==> config.mk <==
export PLATFORM = sky130hd
export DESIGN_NAME = dac_spi_out
export DESIGN_NICKNAME = d
export VERILOG_FILES = /design/src/rtl/dac_spi_out.sv
export SDC_FILE = /design/constraint.sdc
export NUM_CORES = 1
export LEC_CHECK = 0
export CORE_UTILIZATION = 40
export CTS_CLUSTER_DIAMETER = 40
export CTS_CLUSTER_SIZE = 12
export DETAILED_ROUTE_END_ITERATION = 10
export GPL_ROUTABILITY_DRIVEN = 0
export GPL_TIMING_DRIVEN = 0
export SLEW_MARGIN = 10
export SYNTH_ARGS = -nofsm -noshare
export SYNTH_HDL_FRONTEND = slang
export SYNTH_SLANG_ARGS = --single-unit
==> constraint.sdc <==
create_clock -name pcm_clk -period 9.58 [get_ports pcm_clk]
set_clock_uncertainty 0.2 [all_clocks]
set_input_delay 1.916 -clock pcm_clk [delete_from_list [all_inputs] [get_ports pcm_clk]]
set_output_delay 1.916 -clock pcm_clk [all_outputs]
set_load 0.02 [all_outputs]
==> src/rtl/dac_spi_out.sv <==
// Sample-rate pacer and 24-bit SPI write-frame serializer for a multi-channel DAC.
// Pops one PCM word per channel per tick, holds the last sample on underrun.
module dac_spi_out #(
  parameter int         CHANNEL    = 3,
  parameter int         SCLK_HALF  = 2,
  parameter int         CS_GAP     = 2,
  parameter logic [3:0] DAC_CMD    = 4'b0011,
  parameter bit         OFFSET_BIN = 1'b1
) (
  input  logic                   pcm_clk,
  input  logic                   rst,
  input  logic                   dac_run,
  input  logic [15:0]            sample_div,
  input  logic [CHANNEL-1:0]     dac_pcm_out_valid,
  output logic [CHANNEL-1:0]     dac_pcm_out_ready,
  input  logic [16*CHANNEL-1:0]  dac_pcm_out,
  output logic                   spi_sclk,
  output logic                   spi_cs_n,
  output logic                   spi_mosi,
  output logic [15:0]            underrun_cnt,
  output logic                   tick_miss,
  output logic                   busy
);

  typedef enum logic [2:0] {
    S_IDLE, S_LOAD, S_SHIFT_LO, S_SHIFT_HI, S_TAIL, S_GAP
  } state_t;

  localparam logic [15:0] HALF_LAST = 16'(SCLK_HALF - 1);
  localparam logic [15:0] GAP_LAST  = 16'(CS_GAP - 1);
  localparam logic [3:0]  LAST_CH   = 4'(CHANNEL - 1);

  function automatic logic [4:0] count_missing(input logic [CHANNEL-1:0] v);
    logic [4:0] n;
    n = 5'd0;
    for (int k = 0; k < CHANNEL; k++) n = n + {4'd0, ~v[k]};
    return n;
  endfunction

  function automatic logic [15:0] sat_add(input logic [15:0] a, input logic [4:0] n);
    logic [16:0] s;
    s = {1'b0, a} + {12'd0, n};
    return s[16] ? 16'hFFFF : s[15:0];
  endfunction

  function automatic logic [23:0] make_frame(input logic [3:0] ch, input logic signed [15:0] s);
    logic [15:0] u;
    u = s;
    if (OFFSET_BIN) u[15] = ~u[15];
    return {DAC_CMD, ch, u};
  endfunction

  state_t             r_state;
  logic [15:0]        r_tcnt;
  logic [15:0]        r_ph;
  logic [4:0]         r_bit;
  logic [3:0]         r_ch;
  logic [22:0]        r_sr;
  logic               r_sclk, r_cs_n, r_mosi, r_miss;
  logic [15:0]        r_under;
  logic signed [15:0] r_hold [CHANNEL];

  logic [15:0]        w_period;
  logic               w_tick, w_pop, w_load, w_shift;
  logic [3:0]         w_ch_nxt;
  logic signed [15:0] w_s0, w_next_smp;
  logic [23:0]        w_frame;

  assign w_period = (sample_div < 16'd2) ? 16'd2 : sample_div;
  // >= rather than == so a runtime shrink of sample_div ticks at once and wraps
  assign w_tick   = dac_run && (r_tcnt >= w_period - 16'd1);
  assign w_pop    = w_tick && (r_state == S_IDLE);
  assign w_ch_nxt = r_ch + 4'd1;
  assign w_s0     = dac_pcm_out_valid[0] ? signed'(dac_pcm_out[15:0]) : r_hold[0];

  always_comb begin
    w_next_smp = r_hold[0];
    for (int k = 0; k < CHANNEL; k++)
      if (4'(k) == w_ch_nxt) w_next_smp = r_hold[k];
  end

  assign w_frame = (r_state == S_IDLE) ? make_frame(4'd0, w_s0) : make_frame(w_ch_nxt, w_next_smp);
  assign w_load  = w_pop ||
                   (r_state == S_GAP && r_ph == GAP_LAST && r_ch != LAST_CH);
  assign w_shift = (r_state == S_SHIFT_HI) && (r_ph == HALF_LAST) && (r_bit != 5'd0);

  assign dac_pcm_out_ready = w_pop ? dac_pcm_out_valid : '0;
  assign spi_sclk     = r_sclk;
  assign spi_cs_n     = r_cs_n;
  assign spi_mosi     = r_mosi;
  assign underrun_cnt = r_under;
  assign tick_miss    = r_miss;
  assign busy         = (r_state != S_IDLE);

  always_ff @(posedge pcm_clk) begin
    if (rst || !dac_run) r_tcnt <= 16'd0;
    else if (w_tick)     r_tcnt <= 16'd0;
    else                 r_tcnt <= r_tcnt + 16'd1;
  end

  // frame bits below the MSB; the MSB goes straight to mosi on load
  always_ff @(posedge pcm_clk) begin
    if (w_load)       r_sr <= w_frame[22:0];
    else if (w_shift) r_sr <= {r_sr[21:0], 1'b0};
  end

  always_ff @(posedge pcm_clk) begin
    if (rst) begin
      r_state <= S_IDLE;
      r_sclk  <= 1'b0;
      r_cs_n  <= 1'b1;
      r_mosi  <= 1'b0;
      r_ph    <= 16'd0;
      r_bit   <= 5'd0;
      r_ch    <= 4'd0;
      r_under <= 16'd0;
      r_miss  <= 1'b0;
      for (int k = 0; k < CHANNEL; k++) r_hold[k] <= 16'sd0;
    end else begin
      if (w_tick && r_state != S_IDLE) r_miss <= 1'b1;
      if (w_pop) begin
        for (int k = 0; k < CHANNEL; k++)
          if (dac_pcm_out_valid[k]) r_hold[k] <= signed'(dac_pcm_out[16*k +: 16]);
        r_under <= sat_add(r_under, count_missing(dac_pcm_out_valid));
      end
      if (w_load) begin
        r_state <= S_LOAD;
        r_cs_n  <= 1'b0;
        r_sclk  <= 1'b0;
        r_mosi  <= w_frame[23];
        r_ph    <= 16'd0;
        r_bit   <= 5'd23;
        r_ch    <= (r_state == S_IDLE) ? 4'd0 : w_ch_nxt;
      end else begin
        case (r_state)
          S_IDLE: ;
          S_LOAD, S_SHIFT_LO: begin
            if (r_ph == HALF_LAST) begin
              r_state <= S_SHIFT_HI;
              r_sclk  <= 1'b1;
              r_ph    <= 16'd0;
            end else begin
              r_state <= S_SHIFT_LO;
              r_ph    <= r_ph + 16'd1;
            end
          end
          S_SHIFT_HI: begin
            if (r_ph == HALF_LAST) begin
              r_sclk <= 1'b0;
              r_ph   <= 16'd0;
              if (r_bit == 5'd0) begin
                r_state <= S_TAIL;
              end else begin
                r_state <= S_SHIFT_LO;
                r_bit   <= r_bit - 5'd1;
                r_mosi  <= r_sr[22];
              end
            end else begin
              r_ph <= r_ph + 16'd1;
            end
          end
          S_TAIL: begin
            if (r_ph == HALF_LAST) begin
              r_state <= S_GAP;
              r_cs_n  <= 1'b1;
              r_mosi  <= 1'b0;
              r_ph    <= 16'd0;
            end else begin
              r_ph <= r_ph + 16'd1;
            end
          end
          S_GAP: begin
            if (r_ph == GAP_LAST) r_state <= S_IDLE;
            else                  r_ph    <= r_ph + 16'd1;
          end
          default: r_state <= S_IDLE;
        endcase
      end
    end
  end

endmodule
# After elaboration in Yosys (flattened, before gate mapping)
# Memories as Yosys holds them, arrays and structs flattened.
# Cells that the tools add are included.
# totals
reg_bits	87
mem_bits_rw	48
in_bits	70
output_inout_bits	24
word_cells	137
mem_count	1
# mem_list
name	words	word_bits	rd	rd_clocked_by_memory_dff	write_ports	line_no	rtl
r_hold	3	16	3	0	3	61	logic signed [15:0] r_hold [CHANNEL];
# op_classes
n_addsub	8
order_cmp	2
eq_ne	20
n_mux	50
n_bitwise	10
reduce_logical	33
# op_table
op	n
16-bit 2-to-1 mux	10
23-bit 2-to-1 mux	2
16-bit by 1-bit adder with 16-bit output (second input constant)	2
16-bit one-hot mux with 2 select lines	1
1-bit 2-to-1 mux	23
20-bit 2-to-1 mux	1
5-bit 2-to-1 mux	4
16-bit by 3-bit adder with 17-bit output	1
16-bit by 1-bit == test with 1-bit output (second input constant)	1
16-bit greater-or-equal comparator	1
16-bit by 2-bit < comparator with 1-bit output (second input constant)	1
16-bit by 1-bit subtractor with 16-bit output (second input constant)	1
3-bit 2-to-1 mux	5
3-bit one-hot mux with 5 select lines	1
4-bit AND reduction	3
2-bit nonzero test	6
2-bit != test (second input constant)	5
3-bit AND reduction	3
1-bit logical AND	7
1-bit NOT	7
3-bit by 2-bit == test with 1-bit output (second input constant)	2
3-bit == test (second input constant)	2
3-bit by 2-bit != test with 1-bit output (second input constant)	2
3-bit != test (second input constant)	2
other kinds (21)	30

# Logic depth before layout (Yosys ltp)
# depth
word_depth	10
depth_mapped	17
depth_no_buf	15

# Worst setup path after synthesis
# OpenSTA, ideal clock, no wires.
# synth_timing
path_type	input to output
from	input sample_div[12]
to	output dac_pcm_out_ready[1]
arrival_time_ns	5.206
t_required_ns	7.464
slack_ns	2.258
path_stages	15
cell_sequence	nor4_1 > nand4b_1 > nor3b_1 > nand2b_1 > ha_1 > nand3_1 > nor3b_1 > xnor2_1 > ha_1 > nand4_1 > nor4_1 > a311oi_2 > a21oi_2 > buf_2 > and2_1
# synth_between
elab_chain_len	7
# synth_rtl
element	line_no	rtl
from (decl)	13	input logic [15:0] sample_div,
16-bit by 2-bit < comparator with 1-bit output	69	assign w_period = (sample_div < 16'd2) ? 16'd2 : sample_div;
16-bit 2-to-1 mux (*)	69	
16-bit by 1-bit subtractor with 16-bit output (*)	71	assign w_tick = dac_run && (r_tcnt >= w_period - 16'd1);
16-bit greater-or-equal comparator (*)	71	
1-bit logical AND (*)	71	
1-bit logical AND (*)	72	assign w_pop = w_tick && (r_state == S_IDLE);
3-bit 2-to-1 mux (*)	87	assign dac_pcm_out_ready = w_pop ? dac_pcm_out_valid : '0;
to (decl)	15	output logic [CHANNEL-1:0] dac_pcm_out_ready,
# Mark *: on every way between the ends. The rest lies on a longest branch, timed or not.

# Worst setup path in the final report
# layout_timing
from	input sample_div[11]
to	output dac_pcm_out_ready[1]
# Same word-level chain as after synthesis.

==> qor.json <==
{
  "global_route": {
    "grt_util_met3_pct": 4.11,
    "number_of_global_route_vias_before_repair": 6273,
    "global_route.peak_usage_layer": "met2",
    "grt_start_max_net_pins": 24,
    "grt.met2_usage_pct": 36.0,
    "grt_antenna_before_repair": 0,
    "grt_pass1_wl_um": 31600,
    "grt_usage_pct": 20.9,
    "grt_overflow_total": 0,
    "grtUsageMet1_pct": 25.8
  },
  "synth": {
    "postSynth.topFlopCell": "edfxtp_1",
    "synthesis.instances": 748,
    "synth.avg_cell_area_sq_um": 10.0,
    "post_synth_instance_area_sq_mm": 0.00751,
    "synth_edf_count": 71,
    "synthArstFlopShare_pct": 0,
    "synth_nets": 848,
    "synth-warning-count": 0,
    "yosysSeqAreaShare_pct": 45.4,
    "post_synth_num_cell_types": 71,
    "synth.ff_latch_count": 135
  },
  "worst_setup_path": {
    "critical_path.startpoint_type": "input pin",
    "path_class": "in2out",
    "worst_ep_arrival_time_ns": 7.02,
    "worst_setup_path_endpoint": "dac_pcm_out_ready[1]",
    "startpoint": "sample_div[11]",
    "setup.worst_path.end_class": "output pin",
    "max_fanout_on_critical_path": 10,
    "reg2reg_end": "r_sr[1]",
    "timing.reg2reg.setup_slack_ns": 5.59,
    "rr_startpoint": "r_tcnt[0]",
    "worstRegToRegCells": 9,
    "crit_required_ns": 7.46
  },
  "drt": {
    "dr_total_vias": 6043,
    "final_antenna_net_count": 0,
    "vias_per_cell": 5.49,
    "routed_wire_length_per_instance_um": 17.5,
    "first_iter_violations": 366,
    "dr.pass1.iters": 5,
    "drt_wl_total_um": 19200,
    "drt_drc_violations_left": 0
  },
  "timing": {
    "max_freq_mhz": 109,
    "time_the_worst_path_needs_with_i_o_delays_and_setup_ns": 9.13,
    "max_slew.worst_pin.slew_ns": 1.11,
    "finalSetupViolCount": 0,
    "final_hold_viol_count": 0,
    "min_period_over_period_pct": 95.3,
    "max-slew-margin-rel_pct": 25.7,
    "final_max_slew_viol_count": 0,
    "rsz0062_at_grt": "false",
    "setup_tns_ns": 0
  },
  "final_layout": {
    "area_delta_synth_final_pct": 23.5,
    "final_nets": 959,
    "fraction_of_final_layout_cells_with_drive_strength_greater_than_1_pct": 8.03,
    "diodes": 0
  },
  "run": {
    "maximum_capacitance_violations": 0
  },
  "power": {
    "power_per_cell_area_mw_per_mm2": 141,
    "cellLeakagePower_nw": 3.24,
    "max-vdd-ir-drop_mv": 0.129,
    "post-layout-total-power_mw": 1.31
  },
  "clocking": {
    "path_clk_slew_ns": 0.06,
    "cts-root-to-sink-buffers": 2,
    "cts_hold_buf": 0,
    "cts.repair.resized": 0,
    "clock_tree_from_tritoncts": "done",
    "worstSkewPairLatency_ns": 0.43,
    "number_of_buffers_added_for_setup_after_cts": 0,
    "cts.sink_count": 135,
    "clock_tree.root_cell": "clkbuf_16",
    "h-tree-depth": 4,
    "cts_made_buffers": 17
  },
  "floorplanning": {
    "boundaryPins": 94,
    "floorplan.initialDensity_pct": 41.3,
    "die_w_um": 139,
    "chipHeight_um": 139,
    "core_area_sq_mm": 0.0182,
    "die_area_sq_mm": 0.0193,
    "core.rowCount": 49
  },
  "hold_path": {
    "timing.hold.worst.class": "reg2reg"
  },
  "placement": {
    "dp_hpwl_um": 13700,
    "buffer_ports.inserted": 92
  },
  "status": {
    "status": "finished, final reports clean"
  }
}
[synth_stat cells, types with 4 or more instances]
cell | instances | area, sq um
a211oi_1 | 36 | 270
a21boi_0 | 4 | 30.0
a21oi_1 | 36 | 180
a311oi_1 | 9 | 78.8
a31oi_1 | 7 | 43.8
and2_1 | 58 | 363
and3_1 | 13 | 81.3
buf_2 | 6 | 30.0
clkbuf_1 | 22 | 82.6
dfxtp_1 | 64 | 1280
edfxtp_1 | 71 | 2130
ha_1 | 28 | 350
inv_1 | 19 | 71.3
mux2_1 | 9 | 101
mux2_2 | 5 | 56.3
mux2i_1 | 19 | 190
nand2_1 | 47 | 176
nand2b_1 | 7 | 43.8
nand3_1 | 22 | 110
nand3b_1 | 6 | 45.0
nand4_1 | 18 | 113
nor2_1 | 54 | 203
nor2b_1 | 21 | 131
nor3_1 | 20 | 100
nor4_1 | 6 | 37.5
nor4b_1 | 16 | 140
o21ai_0 | 15 | 75.1
or2_2 | 5 | 31.3
or3_1 | 7 | 43.8
xnor2_1 | 18 | 158
xor2_1 | 24 | 210
[power breakdown]
group          internal, mW  switching, mW
registers             0.613        0.00294
logic                0.0404         0.0349
clock network         0.356          0.266
[sequential cells by signal, summed over array words and instances (netlist names)]
signal	cells
spi_mosi	1
tick_miss	1
spi_sclk	1
underrun_cnt	16
r_sr	23
r_state	3
r_ch	4
r_ph	16
r_bit	5
r_tcnt	16
r_hold	48
spi_cs_n	1
[cell families after synthesis]
group                      after synthesis  synth area share [%]
DFF                                    135                  45.4
AOI/OAI and AO/OA                      130                  11.8
muxes                                   33                  4.63
and+or+nand+nor                        322                  24.8
buffers and inverters                   56                  3.23
xor gates and xnor gates                42                  4.90
adders and majority gates               30                  5.19
[cell type report]
type                    instances  area (sq um)
fillers                      1690          8930
repair buffers                 92           921
clock inverters                12          91.3
multi-input cells             557          3860
well taps                     229           287
plain buffers                  36           168
flip-flops and latches        135          3410
clock buffers                  20           468
inverters                      20          75.1
[metrics by stage]
stage | utilization (%) | area, sq um | setup slack (ns) | hold WS (ns) | std cells
final | 51.0 | 9280 | 0.447 | 0.280 | 1101
after global routing | 51.0 | 9280 | 0.0425 | 0.297 | 1101
after CTS | 51.0 | 9280 | 0.466 | 0.281 | 1101
after detailed placement | 47.9 | 8720 | 0.480 | 0.266 | 1069
after global placement | 47.9 | 8720 | 0.601 | 0.245 | 1069
after floorplan | - | 7510 | 2.26 | 0.226 | 748
[worst min-delay path by stage]
stage / from / end / depth (start not counted)
6_report: spi_mosi / spi_mosi / 2
5_1_grt: r_tcnt[0] / r_tcnt[0] / 1
4_1_cts: r_tcnt[0] / r_tcnt[0] / 1
3_5_place_dp: r_tcnt[0] / r_tcnt[0] / 1
3_3_place_gp: r_tcnt[0] / r_tcnt[0] / 1
2_1_floorplan: r_tcnt[0] / r_tcnt[0] / 1
[placed cells by master (no fill, tap or decap), types with 19 or more instances in the layout]
| master | netlist | routed |
|---|---|---|
| a211oi_1 | 36 | 36 |
| inv_1 | 19 | 19 |
| clkbuf_1 | 22 | 23 |
| dfxtp_1 | 64 | 64 |
| clkdlybuf4s50_1 | 0 | 92 |
| ha_1 | 28 | 28 |
| edfxtp_1 | 71 | 71 |
| xor2_1 | 24 | 24 |
| and2_1 | 58 | 58 |
| nand2_1 | 47 | 47 |
| nor2_1 | 54 | 54 |
| nand3_1 | 22 | 22 |
| nor2b_1 | 21 | 21 |
| a21oi_1 | 36 | 36 |
| mux2i_1 | 19 | 19 |
| nor3_1 | 20 | 20 |
[routing by layer]
| layer | vias up | wire length, um |
|---|---|---|
| met4 | 0 | 354 |
| met2 | 124 | 9380 |
| li1 | 2984 | - |
| met5 | - | 0 |
| met3 | 28 | 706 |
| met1 | 2907 | 8780 |
[critical path: stages]
cell	delay, ns
clkdlybuf4s50_1	0.45
nor4_1	0.52
nand4b_1	0.23
nor3b_1	0.34
nand2b_1	0.18
ha_1	0.24
nand3_1	0.15
nor4_1	0.31
xnor2_1	0.12
ha_1	0.28
nand4_1	0.15
nor4_1	0.40
a311oi_2	0.19
a21oi_2	0.39
buf_2	0.30
and2_1	0.21
clkdlybuf4s50_1	0.63
Power figures use the tool's default switching activity.
